===== src/rtl/uart8_echo_responder_if.sv =====
// uart8_echo_responder_if: rx/tx handshake bundle between the echo responder and its Uart8.
interface uart8_echo_responder_if;
    logic       rxDone;
    logic       rxErr;
    logic [7:0] rxOut;
    logic       txBusy;
    logic       txDone;
    logic       txEn;
    logic       txStart;
    logic [7:0] txIn;
    modport master (
        input  rxDone, rxErr, rxOut, txBusy, txDone,
        output txEn, txStart, txIn
    );
    modport slave (
        output rxDone, rxErr, rxOut, txBusy, txDone,
        input  txEn, txStart, txIn
    );
endinterface


===== src/rtl/uart8_echo_responder.sv =====
// uart8_echo_responder: buffers cleanly received Uart8 bytes and echoes them back XORed with a mask.
module uart8_echo_responder #(
    parameter int         FIFO_DEPTH  = 8,
    parameter logic [7:0] XOR_MASK    = 8'h00,
    parameter bit         DROP_ON_ERR = 1'b1
) (
    input  logic                        clk,
    input  logic                        reset,
    input  logic                        en,
    uart8_echo_responder_if.master      uart,
    output logic [$clog2(FIFO_DEPTH):0] fifoCount,
    output logic                        overflow,
    output logic [7:0]                  errCount,
    output logic                        idle
);
    localparam int AW = $clog2(FIFO_DEPTH);
    localparam logic [AW:0] FULL_COUNT = (AW+1)'(FIFO_DEPTH);

    typedef enum logic [1:0] {IDLE, START, WAIT_DONE} stateT;

    stateT         state, stateNext;
    logic [7:0]    mem [FIFO_DEPTH];
    logic [AW-1:0] wrPtr, rdPtr;
    logic [7:0]    txInQ;
    logic          rxDoneQ, capture, push, pop, full, accept;

    assign capture = uart.rxDone & ~rxDoneQ;
    assign push    = capture & ~(uart.rxErr & DROP_ON_ERR);
    assign full    = fifoCount == FULL_COUNT;
    // A full FIFO still accepts a byte when the head leaves in the same cycle.
    assign accept  = push & (~full | pop);

    always_comb begin
        stateNext = state;
        pop       = 1'b0;
        case (state)
            IDLE: begin
                if (en && fifoCount != '0) begin
                    pop       = 1'b1;
                    stateNext = START;
                end
            end
            START:     stateNext = uart.txBusy ? WAIT_DONE : START;
            WAIT_DONE: stateNext = uart.txBusy ? WAIT_DONE : IDLE;
            default:   stateNext = IDLE;
        endcase
    end

    always_ff @(posedge clk or negedge reset) begin
        if (!reset) begin
            state     <= IDLE;
            rxDoneQ   <= 1'b0;
            wrPtr     <= '0;
            rdPtr     <= '0;
            fifoCount <= '0;
            overflow  <= 1'b0;
            errCount  <= '0;
            txInQ     <= '0;
        end else begin
            state     <= stateNext;
            rxDoneQ   <= uart.rxDone;
            fifoCount <= fifoCount + (AW+1)'(accept) - (AW+1)'(pop);
            if (accept)
                wrPtr <= wrPtr + 1'b1;
            if (pop) begin
                rdPtr <= rdPtr + 1'b1;
                txInQ <= mem[rdPtr];
            end
            if (push && full && !pop)
                overflow <= 1'b1;
            if (capture && uart.rxErr && errCount != 8'hFF)
                errCount <= errCount + 1'b1;
        end
    end

    always_ff @(posedge clk) begin
        if (accept)
            mem[wrPtr] <= uart.rxOut ^ XOR_MASK;
    end

    // The reset term keeps txEn low while reset is held even if en is already high.
    assign uart.txEn    = reset & (en | (state != IDLE));
    assign uart.txStart = state == START;
    assign uart.txIn    = txInQ;
    assign idle         = (state == IDLE) && (fifoCount == '0);
endmodule


===== src/flat_wrapper.sv =====
// flat-port wrapper written by rule: the top's interface ports become plain ports
module uart8_echo_responder_flat 
#(
    parameter int         FIFO_DEPTH  = 8,
    parameter logic [7:0] XOR_MASK    = 8'h00,
    parameter bit         DROP_ON_ERR = 1'b1
)
  (clk, reset, en, fifoCount, overflow, errCount, idle, uart_rxDone, uart_rxErr, uart_rxOut, uart_txBusy, uart_txDone, uart_txEn, uart_txStart, uart_txIn);
  uart8_echo_responder_if uart_i ();
  input  logic clk;
  input  logic reset;
  input  logic en;
  output logic [$clog2(FIFO_DEPTH):0] fifoCount;
  output logic overflow;
  output logic [7:0] errCount;
  output logic idle;
  input wire logic [$bits(uart_i.rxDone)-1:0] uart_rxDone;
  input wire logic [$bits(uart_i.rxErr)-1:0] uart_rxErr;
  input wire logic [$bits(uart_i.rxOut)-1:0] uart_rxOut;
  input wire logic [$bits(uart_i.txBusy)-1:0] uart_txBusy;
  input wire logic [$bits(uart_i.txDone)-1:0] uart_txDone;
  output wire logic [$bits(uart_i.txEn)-1:0] uart_txEn;
  output wire logic [$bits(uart_i.txStart)-1:0] uart_txStart;
  output wire logic [$bits(uart_i.txIn)-1:0] uart_txIn;
  assign uart_i.rxDone = uart_rxDone;
  assign uart_i.rxErr = uart_rxErr;
  assign uart_i.rxOut = uart_rxOut;
  assign uart_i.txBusy = uart_txBusy;
  assign uart_i.txDone = uart_txDone;
  assign uart_txEn = uart_i.txEn;
  assign uart_txStart = uart_i.txStart;
  assign uart_txIn = uart_i.txIn;
  uart8_echo_responder #(.FIFO_DEPTH(FIFO_DEPTH), .XOR_MASK(XOR_MASK), .DROP_ON_ERR(DROP_ON_ERR)) u_core (.clk(clk), .reset(reset), .en(en), .uart(uart_i), .fifoCount(fifoCount), .overflow(overflow), .errCount(errCount), .idle(idle));
endmodule

===== config.mk =====
export PLATFORM = sky130hd
export DESIGN_NAME = uart8_echo_responder_flat
export DESIGN_NICKNAME = d
export VERILOG_FILES = /design/src/rtl/uart8_echo_responder_if.sv /design/src/rtl/uart8_echo_responder.sv /design/src/flat_wrapper.sv
export SDC_FILE = /design/constraint.sdc
export NUM_CORES = 1
export LEC_CHECK = 0
export CORE_ASPECT_RATIO = 1.1
export CORE_MARGIN = 3
export CORE_UTILIZATION = 25
export DETAILED_ROUTE_END_ITERATION = 16
export PLACE_DENSITY = 0.53
export SLEW_MARGIN = 5
export SYNTH_ARGS = -nofsm -noshare
export SYNTH_HDL_FRONTEND = slang
export SYNTH_SLANG_ARGS = --single-unit

===== constraint.sdc =====
create_clock -name clk -period 2.03 [get_ports clk]
set_input_delay 0.609 -clock clk [delete_from_list [all_inputs] [get_ports clk]]
set_output_delay 0.609 -clock clk [all_outputs]
set_load 0.02 [all_outputs]

==> results.yml, run 1 <==
status:
  status: "finished clean"
cells_and_area:
  postLayoutCoreUtil_pct: 34.3
  nNetsFinal: 364
  final_cell_mix: "edfxtp_1 (64), buf_4 (34), mux2i_1 (32)"
  final_common_cell: "edfxtp_1"
  diodes: 0
  syn_to_final_growth_pct: 33.2
  nFillCells: 1495
  drive_gt1_share_pct: 25.3
  finalNonFillerCells: 540
placed_design:
  io_buffers: 37
  gp_congestion: 0.744
  hpwlAfterDp_mm: 5.36
  placed_cells: 519
floorplanning:
  core_um2: 15200
  rows: 47
  start_util_pct: 25.8
  io_pins: 39
  die-height_um: 137
  dieArea_um2: 17200
  dieWidth_um: 125
timing:
  slew_headroom_pct: 70.9
  fin_crit_sh_pct: 98.2
  fin_setup_tns_ns: 0
  fin_crit_ns: 1.99
  tightest_slew_ns: 0.437
  worst_clock_skew_ns: 0.00826
  timing.hold.ws_ns: 0.479
  finalHoldViolations: 0
  drv_slew: 0
  clock.fmax_mhz: 501
  rsz0062_at_grt: "true"
  setup_violations: 0
grt:
  grtUsageTotal_pct: 9.78
  antenna_found_initial: 0
  grt_max_degree: 35
  grt_overflow: 0
  grt_pass1_wl_mm: 12.7
  grt_pass1_vias: 2392
pwr:
  ir_drop_mv: 0.433
  seq_power_share_pct: 38.5
  p_total_mw: 6.81
  internal_power_mw: 4.48
  pwr-share-clk_pct: 23.3
  p_sw_mw: 2.33
  swShare_pct: 34.2
  p_comb_share_pct: 38.2
  p_leak_nw: 2.07
  p_per_area_nw_per_um2: 1310
critical_path:
  worst_ep_required_time_ns: 1.42
  worst-path-max-fanout: 2
  worstPathArrival_ns: 1.39
  startpoint_type: "primary input"
  worstSetupPathType: "in2out"
  end_kind: "output port"
synthesis:
  syn-instance-count: 262
  synthArstFlopShare_pct: 31.9
  synth_fp_nets: 287
  synth_edf_count: 64
  ys_types: 41
  ys.flop_type: "edfxtp_1"
  ys_ff_latch: 94
  yosys_warnings: 0
  syn-cell-area_um2: 3910
  synth_top_area_cell: "edfxtp_1"
  synth_area_leaders: "edfxtp_1 (49%), dfrtp_1 (19%), mux2i_1 (8.2%)"
  synth.avg_cell_area_um2: 14.9
  ys_seq_area_share_pct: 68.4
  yosysTopAreaCellShare_pct: 49.2
clock_tree:
  numCtsBuffers: 9
  cts_root_buffer: "clkbuf_16"
  cts_tree: "built"
  cts_buffer_depth: 2
  cts_hold_buf: 0
  clk_pin_slew_ns: 0.07
  clock-sinks: 94
  cts_max_level: 3
  clk-insertion-delay-late_ns: 0.35
hold_path:
  min_path_type: "reg2reg"
routing:
  routed_wl_mm: 8.05
  viasPerCell: 4.35
  drtIter0Drc: 106
  vias: 2348
  drtPass1Iterations: 4
  wire_per_inst_um: 14.9
  route.detailed.drc: 0
  antenna_left: 0
job:
  cap_viol_max_count: 0
worst paths after layout:
check                                                 start                            end  slack, ns  cells after the start
worst max-delay path                                  reset                      uart_txEn       0.04                      3
worst min-delay path            u_core.overflow$_DFFE_PN0P_    u_core.overflow$_DFFE_PN0P_       0.48                      1
worst max register to register  u_core.state[0]$_DFFE_PN0P_  u_core.fifoCount[1]$_DFF_PN0_       0.06                      6
worst min register to register  u_core.overflow$_DFFE_PN0P_    u_core.overflow$_DFFE_PN0P_       0.48                      1
max in group asynchronous                             reset    u_core.wrPtr[2]$_DFFE_PN0P_       0.99                      2
min in group asynchronous                             reset    u_core.overflow$_DFFE_PN0P_       0.72                      2
worst max-delay path, cell delays in order:
cell and delay [ns]:
clkdlybuf4s50_1 0.49, o31a_1 0.15, buf_4 0.14
metrics by stage:
step           setup WS (ns)  instance area [µm²]
5_1_grt              -0.0168                 5210
3_5_place_dp          -0.660                 4860
6_report              0.0358                 5210
2_1_floorplan         -0.172                 3990
3_3_place_gp          -0.599                 4860
4_1_cts              -0.0905                 5180
layer usage:
layer	track usage, %	vias to the layer above	share of wire, %	wire length, µm
li1	-	1120	-	-
met1	11.6	1180	42	3370
met2	16.6	32	52	4220
met3	2.38	16	3.3	268
met4	5.00	0	2.4	192
met5	0	-	0	0
registers in the layout, indices dropped and copies added (netlist names):
name / flops
u_core.mem: 64
u_core.errCount: 8
u_core.uart.txIn: 8
u_core.fifoCount: 4
u_core.rdPtr: 3
u_core.wrPtr: 3
u_core.state: 2
u_core.overflow: 1
u_core.rxDoneQ: 1
Yosys cell counts (3+ instances only):
cell type  count
a22oi_1       16
xor2_1         4
nor2_1        10
nand2b_1       4
mux2_2         3
edfxtp_1      64
buf_2          5
o21ai_0        9
xnor2_1        6
inv_1         16
dfrtp_1       30
nor3_1         4
ha_1           9
nand2_1        8
mux2i_1       32
nor2b_1        3
nand3_1       11
area by class of cell:
| class | instances | area [µm²] | share of cell area [%] |
|---|---|---|---|
| inverter | 17 | 66.3 | 1.27 |
| tap | 196 | 245 | 4.71 |
| clock buffer | 9 | 225 | 4.32 |
| sequential | 94 | 2670 | 51.3 |
| clock inverter | 7 | 56.3 | 1.08 |
| multi-input combinational | 142 | 1240 | 23.8 |
| timing repair buffer | 75 | 702 | 13.5 |
kinds of logic (layout without fill, tap and decap cells):
group	count (synthesis)	in the layout	share of synthesized area (%)
flip-flops	94	94	68.4
adder cells (fa/ha/maj)	10	10	3.39
AO/OA/AOI/OAI	33	33	6.11
buffers and inverters	26	108	2.75
XOR/XNOR	10	10	2.24
multiplexers	37	37	9.73
AND/OR/NAND/NOR	52	52	7.42
power groups by stage:
stage               Sequential, mW  Clock, mW  Combinational [mW]
finish                        2.62       1.59                2.60
global route                  2.67       1.73                2.85
CTS                           2.63       1.64                2.60
detailed placement            2.67          0                2.54
global placement              2.66          0                2.51
floorplan                     2.85          0                1.34
repair_timing:
item,CTS,global route
pin swaps,5,6
resized for setup,24,12
setup buffers,3,2
endpoints found under the setup margin,78,22
endpoints found under the hold margin,0,0
No activity file was read; power rests on OpenSTA's default activity.
==> inputs of run 2 (changes only) <==
--- a/config.mk
+++ b/config.mk
@@ -10,6 +10,7 @@
 export CORE_UTILIZATION = 25
 export DETAILED_ROUTE_END_ITERATION = 16
 export PLACE_DENSITY = 0.53
+export SKIP_LAST_GASP = 1
 export SLEW_MARGIN = 5
 export SYNTH_ARGS = -nofsm -noshare
 export SYNTH_HDL_FRONTEND = slang
==> run 2 against run 1 <==
Combinational power about the same. Die area unchanged. First-iteration DRC count grew 6.6%. Sequential share of layout area is essentially flat. Flip-flop and latch count unchanged. Largest cell class unchanged. Critical path depth is the same. Power about the same. Register-to-register slack barely moved. Design area hardly changed. Non-clock buffer count is the same. Critical endpoint unchanged. Largest power group unchanged.
==> results.yml, run 2 (synthesis results as in run 1) <==
routing:
  drtPass1Iterations: 4
  wl_met1_mm: 3.35
  viasPerCell: 4.34
  routed_wl_mm: 8.03
  antenna_left: 0
  wire_per_inst_um: 14.9
  highest_layer: "met4"
  dr_wl_met3_um: 284
  route.detailed.drc: 0
  route.met2.wl_mm: 4.21
  drtIter0Drc: 113
  vias: 2344
critical_path:
  worstPathArrival_ns: 1.37
  worst_ep_required_time_ns: 1.42
  cp_num_buf_inv: 2
  end_kind: "output port"
  cp_top_family: "buffers and inverters"
  worstPathCellList: "clkdlybuf4s50_1 > o31a_1 > buf_4"
  startpoint_type: "primary input"
  worstSetupPathType: "in2out"
  worst-path-max-fanout: 2
  critPathSlowestCell: "clkdlybuf4s50_1"
  max_stage_delay_ns: 0.49
  r2r_slack_ns: 0.06
cells_and_area:
  syn_to_final_growth_pct: 33.3
  diodes: 0
  final_common_cell: "edfxtp_1"
  largest_register_ff_count: 64
  finalNonFillerCells: 540
  nNetsFinal: 364
  regMostFlops: "u_core.mem"
  drive_gt1_share_pct: 25.0
  final_cell_mix: "edfxtp_1 (64), buf_4 (33), mux2i_1 (32)"
hold_path:
  min_path_type: "reg2reg"
timing:
  worst_clock_skew_ns: 0.00826
  finalHoldViolations: 0
  fin_crit_sh_pct: 97.7
  slew_headroom_pct: 70.9
  fin_ws_ns: 0.0471
  rsz0062_at_grt: "true"
  setup_violations: 0
  tightest_slew_ns: 0.436
  clock.fmax_mhz: 504
  drv_slew: 0
  fin_crit_ns: 1.98
pwr:
  internal_power_mw: 4.48
  p_leak_nw: 2.08
  p_comb_share_pct: 38.2
  pwr-share-clk_pct: 23.3
  p_per_area_nw_per_um2: 1310
  ir_drop_mv: 0.435
  swShare_pct: 34.2
  seq_power_share_pct: 38.5
  p_sw_mw: 2.33
grt:
  grtUsageTotal_pct: 9.78
  antenna_found_initial: 0
  grt_max_degree: 35
  grt_pass1_wl_mm: 12.7
  grt_overflow: 0
  grt_pass1_vias: 2392
clock_tree:
  numCtsBuffers: 9
  clk-insertion-delay-late_ns: 0.35
  cts_tree: "built"
  cts_max_level: 3
  cts_root_buffer: "clkbuf_16"
  cts_buffer_depth: 2
  cts_hold_buf: 0
  clock-sinks: 94
  clk_pin_slew_ns: 0.07
placed_design:
  hpwlAfterDp_mm: 5.36
  io_buffers: 37
  placed_cells: 519
  gp_congestion: 0.744
  pre_cts_slack_ns: -0.660
floorplanning:
  start_util_pct: 25.8
  io_pins: 39
  dieArea_um2: 17200
  rows: 47
  dieWidth_um: 125
  die-height_um: 137
  core_um2: 15200
status:
  status: "finished clean"
job:
  cap_viol_max_count: 0
-- run 2: repair_timing --
| item | 4_1_cts | 5_1_grt |
|---|---|---|
| pin swaps | 5 | 6 |
| buffers inserted | 3 | 2 |
| gates resized for setup | 20 | 15 |
| setup endpoints to repair | 78 | 23 |
-- run 2: worst paths after layout --
path                                        startpoint                             to  cells after the start
min in group asynchronous                        reset    u_core.overflow$_DFFE_PN0P_                      2
setup reg to reg           u_core.state[0]$_DFFE_PN0P_  u_core.fifoCount[1]$_DFF_PN0_                      6
setup / recovery                                 reset                      uart_txEn                      3
hold reg to reg            u_core.overflow$_DFFE_PN0P_    u_core.overflow$_DFFE_PN0P_                      1
max in group asynchronous                        reset    u_core.wrPtr[2]$_DFFE_PN0P_                      2
hold / removal             u_core.overflow$_DFFE_PN0P_    u_core.overflow$_DFFE_PN0P_                      1
-- run 2: per-layer routing --
| metal | vias to the layer above | global-route usage, % |
|---|---|---|
| met2 | 35 | 16.6 |
| met1 | 1171 | 11.6 |
| met5 | - | 0 |
| met3 | 17 | 2.38 |
| li1 | 1121 | - |
| met4 | 0 | 5.00 |
-- run 2: metrics by stage --
| stage | util [%] | hold slack (ns) | total power, mW | TNS [ns] | instance area, µm² |
|---|---|---|---|---|---|
| after floorplan | - | 0.313 | 4.18 | -5.26 | 3990 |
| after global placement | 32.0 | 0.469 | 5.16 | -43.06 | 4860 |
| after detailed placement | 32.0 | 0.466 | 5.21 | -46.02 | 4860 |
| after CTS | 34.1 | 0.483 | 6.87 | -0.242 | 5180 |
| after global routing | 34.4 | 0.510 | 7.25 | -0.0764 | 5210 |
| final | 34.4 | 0.479 | 6.81 | 0 | 5210 |
-- run 2: final cells by class --
class | count | area, µm²
clock buffer | 9 | 225
clock inverter | 7 | 56.3
fill | 1492 | 9960
inverter | 17 | 66.3
multi-input combinational | 142 | 1240
sequential | 94 | 2670
tap | 196 | 245
timing repair buffer | 75 | 707
-- run 2: power groups by stage --
stage	registers (mW)	clock network (mW)	logic, mW
after floorplan	2.85	0	1.34
after CTS	2.63	1.64	2.60
after detailed placement	2.67	0	2.54
after global routing	2.67	1.73	2.85
final	2.62	1.59	2.60
after global placement	2.66	0	2.51
==> patch 1, RTL diff (settings of run 2) <==
Add an input register stage for `en`; this delays it by one clock. The other inputs are not delayed to match.
--- a/src/rtl/uart8_echo_responder.sv
+++ b/src/rtl/uart8_echo_responder.sv
@@ -18,6 +18,12 @@
 
     typedef enum logic [1:0] {IDLE, START, WAIT_DONE} stateT;
 
+    logic en_q;
+
+    always_ff @(posedge clk) begin
+        en_q <= en;
+    end
+
     stateT         state, stateNext;
     logic [7:0]    mem [FIFO_DEPTH];
     logic [AW-1:0] wrPtr, rdPtr;
@@ -35,7 +41,7 @@
         pop       = 1'b0;
         case (state)
             IDLE: begin
-                if (en && fifoCount != '0) begin
+                if (en_q && fifoCount != '0) begin
                     pop       = 1'b1;
                     stateNext = START;
                 end
@@ -79,7 +85,7 @@
     end
 
     // The reset term keeps txEn low while reset is held even if en is already high.
-    assign uart.txEn    = reset & (en | (state != IDLE));
+    assign uart.txEn    = reset & (en_q | (state != IDLE));
     assign uart.txStart = state == START;
     assign uart.txIn    = txInQ;
     assign idle         = (state == IDLE) && (fifoCount == '0);
Formal check against the unedited RTL: not equivalent (a bounded check fails within 4 cycles, from zero or initial values and one cycle with reset low).
==> patch 1 against run 2 <==
- hold slack lost 0.082 ns
- final area shrank 0.12%
- sequential cell count grew 1
- non-clock buffer count grew 2
- largest power group unchanged
- fmax shrank 1.5%
- worst setup slack lost 0.029 ns
- via count shrank 1.3%
- area after synthesis grew 0.51%
- wire length grew 1.6%
- clock skew shrank 0.0029 ns
- total power grew 2.8%
- sequential power is essentially flat
==> patch 1: results (changes against run 2) <==
yosys:
  synth_async_sr_flop_share: 0.316  # was 0.319
  synth_area_leaders: "edfxtp_1 49%, dfrtp_1 19%, mux2i_1 8.2%, a22oi_1 3.1%, ha_1 2.9%"  # unchanged
  synth_edf_count: 64  # unchanged
  synthTopCellsByCount: "64 x edfxtp_1, 32 x mux2i_1, 30 x dfrtp_1"  # unchanged
  synth_cell_types: 42  # was 41
  synth_fp_nets: 288  # was 287
  ys_warn_count: 0  # unchanged
  seq_area_frac_synth: 0.685  # was 0.684
routing:
  dr.pass1.iters: 4  # unchanged
  viasPerCell: 4.26  # was 4.34
  wl_um: 8170  # was 8030 µm
  drt_iter0_markers: 127  # was 113
worst_setup_path:
  r2r-start: "u_core.fifoCount[2]$_DFF_PN0_"  # was u_core.state[0]$_DFFE_PN0P_
  crit_slowest_cell: "dfrtp_2"  # was clkdlybuf4s50_1
  cp_slowest_stage_delay_ns: 0.42  # was 0.49 ns
  regToRegSetupSlack_ns: 0.03  # was 0.06 ns
  arrival_ns: 1.40  # was 1.37 ns
  reg2regPathDepth: 11  # was 6
  path_max_fanout: 2  # unchanged
  worstReg2RegEnd: "u_core.fifoCount[2]$_DFF_PN0_"  # was u_core.fifoCount[1]$_DFF_PN0_
  critPathTopFamily: "flip-flops"  # was buffers and inverters
final_layout:
  drive_gt1_frac: 0.248  # was 0.250
  largest-register: "u_core.mem"  # unchanged
  num-nets-final: 367  # was 364
  diodes: 0  # unchanged
  largest_reg_flops: 64  # unchanged
hold_path:
  hold_path_class: "primary input to async pin"  # was register to register
power:
  switching_share: 0.325  # was 0.342
  leakagePower_nw: 2.08  # about the same
  peakVddDrop_mv: 0.661  # was 0.435 mV
status:
  outcome: "finished clean"  # unchanged
global_route:
  grt_max_degree: 35  # unchanged
  grt_pass1_wl_um: 13400  # was 12700 µm
  grt_pass1_vias: 2453  # was 2392
  antenna_found_initial: 0  # unchanged
  grt_usage: 0.102  # was 0.0978
timing:
  setup_violations: 0  # unchanged
  slew_violations: 0  # unchanged
  whs_ns: 0.397  # was 0.479 ns
  worst_slew_pin_slew_ns: 0.435  # was 0.436 ns
  skew_ns: 0.00533  # was 0.00826 ns
cts:
  cts_made_buffers: 9  # unchanged
  clock_latency_ns: 0.34
  cts.clk_slew.worst_paths_ns: 0.06
  clockBufferDepth: 2  # unchanged
  cts_hold_buf: 0  # unchanged
  cts_root_buf: "clkbuf_16"  # unchanged
  htreeDepth: 3  # unchanged
placed_design:
  post_dp_cell_area_um2: 4810  # was 4860 µm²
  dp_hpwl_um: 5350  # was 5360 µm
  routabilityCongestion: 0.686  # was 0.744
  port_buffers: 37  # unchanged
==> patch 1: worst max path at each step <==
stage	endpoint	start	slack (ns)	cells past startpoint
global route	u_core.mem[4][3]$_DFFE_PP_	u_core.state[0]$_DFFE_PN0P_	-0.05	6
detailed placement	uart_txEn	reset	-0.48	3
finish	idle	u_core.fifoCount[2]$_DFF_PN0_	0.02	5
CTS	uart_txEn	reset	-0.02	3
floorplan	u_core.fifoCount[2]$_DFF_PN0_	u_core.fifoCount[2]$_DFF_PN0_	-0.07	11
global placement	uart_txEn	reset	-0.48	3
==> patch 1: final cells by class <==
type | instances | area (µm²)
Fill cell | 1500 | 10000
Sequential cell | 95 | 2700
Multi-Input combinational cell | 142 | 1200
Timing Repair Buffer | 77 | 683
Tap cell | 196 | 245
Clock buffer | 10 | 229
Clock inverter | 6 | 85.1
Inverter | 17 | 63.8
==> patch 1: kinds of logic after synthesis <==
family,count (synthesis),share of synthesized area
multiplexers,37,0.0968
XOR/XNOR,10,0.0223
adder cells (fa/ha/maj),10,0.0337
AND/OR/NAND/NOR,52,0.0739
AO/OA/AOI/OAI,33,0.0608
buffers and inverters,26,0.0274
flip-flops,95,0.685
==> patch 1: metrics by stage <==
step           std cells  setup WS (ns)
2_1_floorplan        263        -0.0684
3_3_place_gp         524         -0.480
3_5_place_dp         524         -0.482
4_1_cts              541        -0.0242
5_1_grt              543        -0.0477
6_report             543         0.0177
==> patch 1: power by group through the flow <==
stage | Clock [mW] | Combinational [mW] | Sequential (mW)
5_1_grt | 1.93 | 2.86 | 2.69
3_5_place_dp | 0 | 2.51 | 2.68
2_1_floorplan | 0 | 1.28 | 2.87
3_3_place_gp | 0 | 2.48 | 2.67
4_1_cts | 1.84 | 2.55 | 2.64
6_report | 1.80 | 2.57 | 2.63
==> patch 1: routing by layer <==
metal,up-vias,track usage,share of wire
li1,1126,-,-
met1,1129,0.133,0.47
met2,48,0.162,0.48
met3,11,0.0271,0.036
met4,0,0.0440,0.016
met5,-,0,0
==> patch 1: what timing repair did <==
item	in CTS	in global routing
setup endpoints to repair	32	73
pin swaps	0	3
setup buffers	1	2
resized for setup	24	16
==> patch 2, RTL diff (config.mk and constraints of run 2) <==
Without the edit above. `FIFO_DEPTH` is set to 8 in 2 places; all go to 16.
--- a/src/rtl/uart8_echo_responder.sv
+++ b/src/rtl/uart8_echo_responder.sv
@@ -1,6 +1,6 @@
 // uart8_echo_responder: buffers cleanly received Uart8 bytes and echoes them back XORed with a mask.
 module uart8_echo_responder #(
-    parameter int         FIFO_DEPTH  = 8,
+    parameter int         FIFO_DEPTH  = 16,
     parameter logic [7:0] XOR_MASK    = 8'h00,
     parameter bit         DROP_ON_ERR = 1'b1
 ) (
--- a/src/flat_wrapper.sv
+++ b/src/flat_wrapper.sv
@@ -1,7 +1,7 @@
 // flat-port wrapper written by rule: the top's interface ports become plain ports
 module uart8_echo_responder_flat 
 #(
-    parameter int         FIFO_DEPTH  = 8,
+    parameter int         FIFO_DEPTH  = 16,
     parameter logic [7:0] XOR_MASK    = 8'h00,
     parameter bit         DROP_ON_ERR = 1'b1
 )
Interface: changed (resized fifoCount); port bits go from 39 to 40. No check against the original RTL was run, so the function may have changed too.
==> patch 2 against run 2 <==
- the run now ends with negative setup slack left
- critical endpoint is now u_core.fifoCount[4]$_DFF_PN0_
- die area grew 64%
- total power increased by 63%
- register-to-register slack worse by 0.30 ns
- critical path depth up 10
- worst setup slack got worse by 0.32 ns
- area after synthesis increased by 68%
- sequential cell count is 67 higher
- combinational power increased by 48%
- largest power group unchanged
- wire length grew 75%
- sequential share of layout area rose by 2.7 points
- utilization down 0.48 points
- via count is 47% higher
- final area is 66% higher
==> patch 2: results (changes against run 2) <==
status:
  outcome: "complete, but fails checks"  # was finished clean
  violations: "negative setup slack"
global_route:
  grt_pass1_wl_um: 21800  # was 12700 µm
  grt_usage: 0.104  # was 0.0978
  grt_pass1_vias: 3650  # was 2392
yosys:
  synthTopCellsByCount: "128 x edfxtp_1, 33 x dfrtp_1, 25 x mux4_2"  # was 64 x edfxtp_1, 32 x mux2i_1, 30 x dfrtp_1
  synth_fp_nets: 386  # was 287
  synth_cell_types: 38  # was 41
  seq_area_frac_synth: 0.711  # was 0.684
  synth_edf_count: 128  # was 64
  synth_async_sr_flop_share: 0.205  # was 0.319
  syn_inst: 358  # was 262
final_layout:
  nFillCells: 2453  # was 1492
  num-nets-final: 479  # was 364
  drive_gt1_frac: 0.313  # was 0.250
  largest_reg_flops: 128  # was 64
power:
  switching_share: 0.320  # was 0.342
  peakVddDrop_mv: 0.532  # was 0.435 mV
  leakagePower_nw: 3.07  # was 2.08 nW
worst_setup_path:
  cp_slowest_stage_delay_ns: 0.41  # was 0.49 ns
  arrival_ns: 2.64  # was 1.37 ns
  reg2regPathDepth: 12  # was 6
  path_max_fanout: 3  # was 2
  crit_slowest_cell: "or3b_4"  # was clkdlybuf4s50_1
  regToRegSetupSlack_ns: -0.24  # was 0.06 ns
timing:
  slew_headroom: 0.544  # was 0.709
  setup_tns_ns: -24.31  # was 0 ns
  setup_violations: 133  # was 0
  skew_ns: 0.0105  # was 0.00826 ns
  whs_ns: 0.270  # was 0.479 ns
  fin_ws_ns: -0.269  # was 0.0471 ns
cts:
  cts.clk_slew.worst_paths_ns: 0.06
  clock_latency_ns: 0.42  # was 0.35 ns
  cts_made_buffers: 17  # was 9
  htreeDepth: 4  # was 3
routing:
  wl_per_cell_um: 17.4  # was 14.9 µm
  wl_um: 14100  # was 8030 µm
  vias: 3435  # was 2344
  drt_iter0_markers: 216  # was 113
placed_design:
  port_buffers: 38  # was 37
  dp_slack_ns: -1.01  # was -0.660 ns
  routabilityCongestion: 0.737  # was 0.744
hold_path:
  hold_path_class: "primary input to async pin"  # was register to register
## patch 2: final timing paths
kind / end
max: u_core.fifoCount[4]$_DFF_PN0_
max reg2reg: u_core.fifoCount[4]$_DFF_PN0_
min: u_core.fifoCount[2]$_DFF_PN0_
min reg2reg: u_core.overflow$_DFFE_PN0P_
min in group clk: u_core.overflow$_DFFE_PN0P_
max in group asynchronous: u_core.rdPtr[0]$_DFFE_PN0P_
## patch 2: metal layers
layer	vias to the layer above	wire, µm	track usage
li1	1587	-	-
met1	1767	6500	0.139
met2	72	6920	0.166
met4	0	156	0.0304
met3	9	508	0.0279
met5	-	0	0
## patch 2: what timing repair did
item                                    in CTS  in global routing
endpoints found under the setup margin     157                135
pin swaps                                    6                  0
hold endpoints to repair                     0                  0
gates resized for setup                     42                  5
hold buffers                                 0                  0
buffers inserted                             2                  1
## patch 2: critical path, delay by kind of cell
family,cells,cell delay [ns]
xor+xnor,1,0.13
fa+ha+maj,3,0.66
simple gates,1,0.41
compound gates,3,0.39
buf+inv,5,0.43
## patch 2: cell type report
type | instances | area share
inverters | 14 | 0.00665
flip-flops and latches | 161 | 0.539
well taps | 346 | 0.0500
repair buffers | 92 | 0.118
multi-input cells | 165 | 0.222
clock inverters | 12 | 0.0127
clock buffers | 20 | 0.0504
## patch 2: kinds of logic (layout without fill, tap and decap cells)
group,Yosys count,after routing,share of synthesized area
AO/OA/AOI/OAI,36,36,0.0434
XOR/XNOR,17,17,0.0227
adder cells (fa/ha/maj),13,13,0.0259
buffers and inverters,32,138,0.0253
flip-flops,161,161,0.711
multiplexers,41,41,0.128
AND/OR/NAND/NOR,58,58,0.0438
## patch 2: stage by stage
step,total power [mW],cell area (µm²)
after floorplan,6.79,6750
after global placement,8.26,8100
after detailed placement,8.33,8100
after CTS,11.3,8640
after global routing,11.7,8660
final,11.1,8660
## patch 2: power groups by stage
stage / Sequential [mW] / Combinational [mW] / Clock [mW]
after floorplan: 4.43 / 2.36 / 0
after global placement: 4.35 / 3.91 / 0
after detailed placement: 4.37 / 3.96 / 0
after CTS: 4.31 / 3.93 / 3.02
after global routing: 4.34 / 4.20 / 3.19
final: 4.30 / 3.86 / 2.94
